===== src/rtl/sap_controller.sv =====
// SAP-1 control sequencer: six-state T-cycle ring plus opcode decode
// driving every load/enable line of the shared-bus datapath.
module sap_controller #(
  parameter bit SKIP_IDLE = 1'b0
) (
  input  logic       clk,
  input  logic       reg_clr,
  input  logic       en,
  input  logic [3:0] opcode,
  output logic       pc_inc,
  output logic       pc_en,
  output logic       mar_ld,
  output logic       ram_en,
  output logic       ir_ld,
  output logic       ir_en,
  output logic       acc_ld,
  output logic       acc_en,
  output logic       b_ld,
  output logic       alu_sub,
  output logic       alu_en,
  output logic       out_ld,
  output logic       halted,
  output logic [2:0] SC_cycle
);

  typedef enum logic [2:0] {
    T1 = 3'd0,
    T2 = 3'd1,
    T3 = 3'd2,
    T4 = 3'd3,
    T5 = 3'd4,
    T6 = 3'd5
  } t_state_e;

  localparam logic [3:0] OP_LDA = 4'h0;
  localparam logic [3:0] OP_ADD = 4'h1;
  localparam logic [3:0] OP_SUB = 4'h2;
  localparam logic [3:0] OP_OUT = 4'hE;
  localparam logic [3:0] OP_HLT = 4'hF;

  t_state_e r_state;
  t_state_e w_next;
  logic     r_halted;
  logic     w_halt_set;
  logic     w_act;

  logic w_lda;
  logic w_add;
  logic w_sub;
  logic w_out;
  logic w_hlt;
  logic w_nop;

  assign w_lda = (opcode == OP_LDA);
  assign w_add = (opcode == OP_ADD);
  assign w_sub = (opcode == OP_SUB);
  assign w_out = (opcode == OP_OUT);
  assign w_hlt = (opcode == OP_HLT);
  assign w_nop = ~(w_lda | w_add | w_sub | w_out | w_hlt);

  // Halt freezes the ring regardless of en.
  assign w_act = en & ~r_halted;

  always_ff @(posedge clk or posedge reg_clr) begin
    if (reg_clr) begin
      r_state  <= T1;
      r_halted <= 1'b0;
    end else begin
      r_state <= w_next;
      if (w_halt_set) begin
        r_halted <= 1'b1;
      end
    end
  end

  always_comb begin
    w_next     = r_state;
    w_halt_set = 1'b0;
    if (w_act) begin
      unique case (r_state)
        T1: w_next = T2;
        T2: w_next = T3;
        T3: w_next = T4;
        T4: begin
          if (w_hlt) begin
            w_next     = T1;
            w_halt_set = 1'b1;
          end else if (SKIP_IDLE && (w_out || w_nop)) begin
            w_next = T1;
          end else begin
            w_next = T5;
          end
        end
        T5: begin
          if (SKIP_IDLE && w_lda) begin
            w_next = T1;
          end else begin
            w_next = T6;
          end
        end
        T6:      w_next = T1;
        default: w_next = T1;
      endcase
    end
  end

  always_comb begin
    pc_inc  = 1'b0;
    pc_en   = 1'b0;
    mar_ld  = 1'b0;
    ram_en  = 1'b0;
    ir_ld   = 1'b0;
    ir_en   = 1'b0;
    acc_ld  = 1'b0;
    acc_en  = 1'b0;
    b_ld    = 1'b0;
    alu_sub = 1'b0;
    alu_en  = 1'b0;
    out_ld  = 1'b0;
    if (w_act) begin
      unique case (r_state)
        T1: begin
          pc_en  = 1'b1;
          mar_ld = 1'b1;
        end
        T2: pc_inc = 1'b1;
        T3: begin
          ram_en = 1'b1;
          ir_ld  = 1'b1;
        end
        T4: begin
          if (w_lda || w_add || w_sub) begin
            ir_en  = 1'b1;
            mar_ld = 1'b1;
          end else if (w_out) begin
            acc_en = 1'b1;
            out_ld = 1'b1;
          end
        end
        T5: begin
          if (w_lda) begin
            ram_en = 1'b1;
            acc_ld = 1'b1;
          end else if (w_add || w_sub) begin
            ram_en = 1'b1;
            b_ld   = 1'b1;
          end
        end
        T6: begin
          if (w_add || w_sub) begin
            alu_en  = 1'b1;
            alu_sub = w_sub;
            acc_ld  = 1'b1;
          end
        end
        default: ;
      endcase
    end
  end

  assign halted   = r_halted;
  assign SC_cycle = r_state;

endmodule


===== config.mk =====
export PLATFORM = sky130hd
export DESIGN_NAME = sap_controller
export DESIGN_NICKNAME = d
export VERILOG_FILES = /design/src/rtl/sap_controller.sv
export SDC_FILE = /design/constraint.sdc
export NUM_CORES = 1
export LEC_CHECK = 0
export CAP_MARGIN = 0
export CORE_MARGIN = 2
export CORE_UTILIZATION = 29
export DETAILED_ROUTE_END_ITERATION = 8
export GPL_TIMING_DRIVEN = 0
export HOLD_SLACK_MARGIN = 0.02
export SYNTH_ARGS = -nofsm -noshare
export SYNTH_HDL_FRONTEND = slang
export SYNTH_SLANG_ARGS = --single-unit

===== constraint.sdc =====
create_clock -name clk -period 2.99 [get_ports clk]
set_input_delay 0.7475 -clock clk [delete_from_list [all_inputs] [get_ports clk]]
set_output_delay 0.7475 -clock clk [all_outputs]
set_load 0.005 [all_outputs]

Word level (Yosys, flattened, before mapping)
Index checks and enable logic that the tools add are counted.
- add/sub/neg operators: 0
- $mul: 0
- div/mod/pow operators: 0
- $lt $le $gt $ge: 0
- eq/ne operators: 9
- shifts and indexed selects: 0
- multiplexer cells: 35
- bitwise gates (word level): 2
- reductions and logical operators: 5
- operators by type and width (operator ; number):
    $mux W1 ; 30
    $pmux W3 S5 ; 1
    $eq A4 B4 Y1 const B ; 2
    $eq A3 B2 Y1 const B ; 2
    $eq A3 B3 Y1 const B ; 2
    $pmux W1 S2 ; 3
    $eq A4 B1 Y1 const B ; 1
    $eq A4 B2 Y1 const B ; 1
    $logic_not A4 Y1 ; 1
    $eq A3 B1 Y1 const B ; 1
    $logic_not A3 Y1 ; 1
    $logic_or A1 B1 Y1 ; 3
    $mux W3 ; 1
    $and A1 B1 Y1 ; 1
    $not A1 Y1 ; 1
- flip-flop bits (word level): 4
- latch bits: 0
- memory bits (writable): 0
- bits in read-only memories: 0
- input bits: 7
- output and inout bits: 16
- word-level logic and storage cells: 53
- memories: 0

Depth between registers and ports, before layout
Gate-level depths: netlist of run 1.
- depth after elaboration: 6
- mapped depth: 4
- mapped depth without buffers: 3

Worst setup path after synthesis of run 1
No wires, ideal clock.
- kind: input to output
- from: in en
- to: out out_ld
- arrival: 1578 ps
- data required time: 2243 ps
- path slack: 664 ps
- stages on the path: 4
- buffers on the path: 1
- cells stage by stage: nand2b_4 -> or3_4 -> nor3_1 -> buf_4
- word-level cells in the longest chain between the ends: 2
- RTL lines (what ; line ; RTL):
    from (decl) ; 8 ; input logic en,
    $and A1 B1 Y1 ; 62 ; assign w_act = en & ~r_halted;
    $mux W1 ; -- ;
    to (decl) ; 21 ; output logic out_ld,
No other way between the ends.

Final worst setup path of run 1
- from: in en
- to: out out_ld
- word-level cells in the longest chain between the ends: 2
- RTL lines (what ; line ; RTL):
    $and A1 B1 Y1 ; 62 ;
    $mux W1 ; 120 ; if (w_act) begin
No other way between the ends.

==> results of run 1 <==
[area by class of cell]
cell class              count  area, um^2  area share, %
well taps                  15        18.8           2.78
flip-flops and latches      4         100           14.8
clock buffers               3        22.5           3.34
repair buffers             25         235           34.9
inverters                   4        15.0           2.23
multi-input cells          39         259           38.4
plain buffers               3        23.8           3.53
[synthesized netlist by cell type, drive strengths merged, types with 2 or more instances]
master / n / area, um^2
nor2: 7 / 26.3
nand2b: 5 / 38.8
dfrtp: 4 / 100
inv: 4 / 15.0
nand2: 4 / 15.0
a211oi: 3 / 27.5
buf: 3 / 23.8
nor3: 3 / 15.0
o21ai: 3 / 15.0
nand4b: 2 / 17.5
or2: 2 / 12.5
or3: 2 / 17.5
[layer usage]
layer | global-route usage, % | up-vias | wire length, um
met5 | 0 | - | 0
met2 | 24.6 | 16 | 459
met1 | 18.8 | 195 | 453
met4 | 5.00 | 0 | 0
li1 | - | 231 | -
met3 | 8.33 | 0 | 67
[how the worst max path moves through the flow]
stage,depth (start not counted),startpoint,endpoint
floorplan,4,en,out_ld
global placement,6,en,out_ld
detailed placement,6,en,out_ld
CTS,6,en,out_ld
global route,5,opcode[2],out_ld
finish,6,en,out_ld
[stage by stage]
| stage | hold slack (ps) | TNS, ps |
|---|---|---|
| floorplan | 501 | 0 |
| global placement | 530 | -1850 |
| global route | 550 | -37.4 |
| detailed placement | 509 | -1800 |
| finish | 516 | 0 |
| CTS | 522 | 0 |
[power by group through the flow]
stage,clock [W],combinational [W],sequential [W]
2_1_floorplan,0,0.0000130,0.0000587
6_report,0.0000658,0.0000305,0.0000582
3_5_place_dp,0,0.0000287,0.0000589
3_3_place_gp,0,0.0000284,0.0000590
5_1_grt,0.0000799,0.0000342,0.0000585
4_1_cts,0.0000699,0.0000296,0.0000582
[sequential cells by signal (all words and copies together) (netlist names)]
register  count
SC_cycle      3
halted        1
[logic make-up (layout without fill, tap and decap cells)]
family / after synthesis / count (layout) / synth area share [%]
buf+inv: 7 / 35 / 10.1
xor+xnor: 1 / 1 / 2.28
simple gates: 28 / 28 / 41.7
flops: 4 / 4 / 26.1
compound gates: 10 / 10 / 19.9
[worst min-delay path, stage by stage (launching register included)]
cell     delay, ps
dfrtp_1        370
inv_1           60
o31ai_2         50
[what timing repair did]
action	CTS	global route
setup buffers	2	1
pin swaps	3	1
setup endpoints to repair	12	2
gates resized for setup	13	4
==> results.json, run 1 <==
{
  "cp-start-kind": "input pin",
  "synth_cell_types": 26,
  "sw_frac_of_total_pct": 24.2,
  "clock_power_share_pct": 42.6,
  "hold_viol_final": 0,
  "syn_nets": 57,
  "grt_overflow": 0,
  "drt_first_pass_iters": 3,
  "wl_um": 980,
  "die_area_um2": 1630,
  "final_cell_mix": "13 x clkdlybuf4s50_1, 6 x nor2_1, 5 x dlygate4sd2_1",
  "power_frac_seq_pct": 37.7,
  "rsz0062_at_grt": "yes",
  "wl_per_cell_um": 10.5,
  "fin_nets": 87,
  "place_area_um2": 623,
  "slew_violations": 0,
  "postLayoutSetupSlackWorst_ps": 29.3,
  "p_comb_share_pct": 19.7,
  "clkTransAtPathRegs_ps": 30,
  "maxCapViolations": 0,
  "fin_crit_ps": 2960,
  "cts_buffers": 3,
  "drc": 0,
  "num_antenna_cells": 0,
  "cpPeakStageDelay_ps": 490,
  "r2r-end": "halted",
  "cts.sinks": 4,
  "vias": 442,
  "crit_required_ps": 2240,
  "worst-path-buf-inv": 3,
  "final_cell_count_no_fill": 93,
  "synth_edf_count": 0,
  "power_density_nw_per_um2": 229,
  "pre_cts_slack_ps": -379,
  "async_reset_ff_share_pct": 100,
  "clk_latency_ps": 230,
  "grt_pass1_wl_mm": 1.67,
  "fin_util_pct": 53.2,
  "ys_warn_count": 0,
  "r2r_start": "halted",
  "place_inst": 87,
  "fin_area_um2": 674,
  "area_growth_pct": 75.6,
  "coreArea_um2": 1270,
  "reg2reg_depth": 3,
  "cts-htree-levels": 1,
  "slew-limit-headroom_pct": 82.7,
  "grt_start_max_net_pins": 11,
  "ys_seq_elements": 4,
  "die_y_um": 40.4,
  "n_fill_cell": 130,
  "drt_iter0_drc": 5,
  "num_rows": 13,
  "drive_gt1_share_pct": 25.6,
  "vias_per_cell": 4.75,
  "status": "finished clean",
  "root_buffer": "clkbuf_4",
  "port-buffer-count": 22,
  "seq_area_frac_synth_pct": 26.1,
  "path_delay_family": "buffers and inverters",
  "syn_inst": 50,
  "cts_hold_buf": 0,
  "cp_data_arrival_time_ps": 2210,
  "critical_path_class": "input pin to primary output",
  "clockBufferDepth": 2,
  "internal_power_w": 0.000117,
  "min_to": "halted",
  "grt_usage_pct": 15.9,
  "p_sw_w": 0.0000374,
  "holdPathStages": 2,
  "synth_flop_cell": "dfrtp_1",
  "max_freq_mhz": 338,
  "cts_tree": "built",
  "tightest_slew_ps": 260,
  "p_leak_nw": 0.311,
  "drtAntennaViolNets": 0,
  "crit_path_max_fanout": 8,
  "total_power_w": 0.000154,
  "fin_skew_ps": 4.88,
  "peakVddDrop_uv": 268,
  "dp.final_hpwl_um": 735,
  "path_cells": "clkdlybuf4s15_2 > nand2b_4 > or3_4 > nor3_4 > buf_4 > clkdlybuf4s50_1",
  "layout_commonest_cell": "clkdlybuf4s50_1",
  "start_util_pct": 30.3,
  "io_pins": 23,
  "hold_class": "flop to flop",
  "synth_area_um2": 384,
  "antenna_found_initial": 0,
  "globalplace.congestion": 0.743,
  "crit_slowest_cell": "clkdlybuf4s50_1",
  "cp-end-kind": "primary output",
  "finalCritPeriodShare_pct": 99.0,
  "r2r_slack_ps": 1740,
  "grt_pass1_vias": 384,
  "worstHoldStart": "halted",
  "finalSetupViolations": 0,
  "postSynthAreaPerCell_um2": 7.68,
  "die_width_um": 40.4
}
No activity file was read; power rests on OpenSTA's default activity.
==> run 2: changes to the inputs <==
SKIP_CTS_REPAIR_TIMING = 1   (was unset)
==> run 2 against run 1 <==
Effect of this change:
- global-route usage down 0.70 points
- highest routed layer unchanged
- critical endpoint unchanged
- worst setup slack worse by 6.5 ps
- sequential share of layout area down 0.66 points
- wire length up 0.82%
- largest power group unchanged
==> results.json, run 2 (synthesis results as in run 1) <==
{
  "globalplace.congestion": 0.743,
  "pre_cts_slack_ps": -379,
  "num_rows": 13,
  "start_util_pct": 30.3,
  "grt_overflow": 0,
  "coreArea_um2": 1270,
  "drt_iter0_drc": 1,
  "grt_pass1_vias": 367,
  "die_width_um": 40.4,
  "grt_start_max_net_pins": 11,
  "grt_usage_pct": 15.2,
  "die_area_um2": 1630,
  "critical_path_class": "input pin to primary output",
  "dp.final_hpwl_um": 735,
  "grt_pass1_wl_mm": 1.59,
  "finalCritPeriodShare_pct": 99.2,
  "cts.sinks": 4,
  "p_leak_nw": 0.391,
  "tightest_slew_ps": 295,
  "hold_viol_final": 0,
  "root_buffer": "clkbuf_4",
  "status": "finished clean",
  "die_y_um": 40.4,
  "fin_area_um2": 706,
  "fin_nets": 86,
  "wl_um": 988,
  "antenna_found_initial": 0,
  "clockBufferDepth": 2,
  "critical_path.startpoint": "opcode[1]",
  "finalSetupViolations": 0,
  "crit_path_max_fanout": 5,
  "crit_end": "out_ld",
  "drtAntennaViolNets": 0,
  "maxCapViolations": 0,
  "clk_latency_ps": 230,
  "slew_violations": 0,
  "drive_gt1_share_pct": 24.7,
  "drt_first_pass_iters": 4,
  "vias_per_cell": 4.78,
  "place_area_um2": 623,
  "wl_per_cell_um": 10.7,
  "port-buffer-count": 22,
  "fin_util_pct": 55.6,
  "total_power_w": 0.000155,
  "cts-htree-levels": 1,
  "area_growth_pct": 83.7,
  "peakVddDrop_uv": 268,
  "r2r-end": "halted",
  "vias": 440,
  "rsz0062_at_grt": "yes",
  "r2r_start": "halted",
  "cp_data_arrival_time_ps": 2220,
  "clkTransAtPathRegs_ps": 30,
  "cp_common_cell": "clkdlybuf4s50_1",
  "r2r_slack_ps": 1750,
  "hold_class": "flop to flop",
  "reg2reg_depth": 3,
  "fin_crit_ps": 2970,
  "cp-start-kind": "input pin",
  "power_density_nw_per_um2": 220,
  "drc": 0,
  "fin_skew_ps": 4.85,
  "cp-end-kind": "primary output",
  "path_cells": "clkdlybuf4s50_1 > nand3_2 > nor3_2 > buf_4 > clkdlybuf4s50_1",
  "num_antenna_cells": 0,
  "postLayoutSetupSlackWorst_ps": 22.8,
  "cts_buffers": 3,
  "slew-limit-headroom_pct": 80.2,
  "max_freq_mhz": 337,
  "final_cell_mix": "13 x clkdlybuf4s50_1, 9 x dlymetal6s2s_1, 6 x nor2_1",
  "cpPeakStageDelay_ps": 570,
  "cts_tree": "built",
  "crit_required_ps": 2240,
  "crit_slowest_cell": "clkdlybuf4s50_1",
  "largest_reg_flops": 3,
  "layout_commonest_cell": "clkdlybuf4s50_1",
  "io_pins": 23
}
run 2: critical path: cells and delay by family:
| family | cells | cell delay (ps) |
|---|---|---|
| buf+inv | 3 | 1190 |
| simple gates | 2 | 280 |
run 2: layer usage:
layer | vias to the layer above | part of all wire, % | track usage (%)
met1 | 196 | 44 | 18.1
met3 | 0 | 7.2 | 8.33
li1 | 228 | - | -
met2 | 16 | 48 | 23.0
met5 | - | 0 | 0
met4 | 0 | 0 | 5.00
run 2: cell type report:
class	instances	area (um^2)
Multi-Input combinational cell	39	268
Tap cell	15	18.8
Inverter	4	15.0
Clock buffer	3	22.5
Buffer	3	23.8
Sequential cell	4	100
Timing Repair Buffer	24	258
Fill cell	122	563
run 2: through the flow:
stage                     hold WS, ps  instances  setup TNS (ps)
after global routing              550         92           -79.2
after detailed placement          509         87           -1800
final                             517         92               0
after CTS                         522         90           -1870
after floorplan                   501         50               0
after global placement            530         87           -1850
run 2: where the power goes:
part           switching [W]  leakage, nW  internal (W)
Clock              0.0000210       0.0138     0.0000448
Combinational      0.0000146        0.336     0.0000164
Sequential        0.00000218       0.0410     0.0000560
run 2: worst min-delay path by stage:
| stage | from | to | slack [ps] | cells past startpoint |
|---|---|---|---|---|
| final | halted | halted | 520 | 2 |
| after global routing | halted | halted | 550 | 2 |
| after floorplan | halted | halted | 500 | 2 |
| after CTS | halted | halted | 520 | 2 |
| after global placement | halted | halted | 530 | 2 |
| after detailed placement | halted | halted | 510 | 2 |
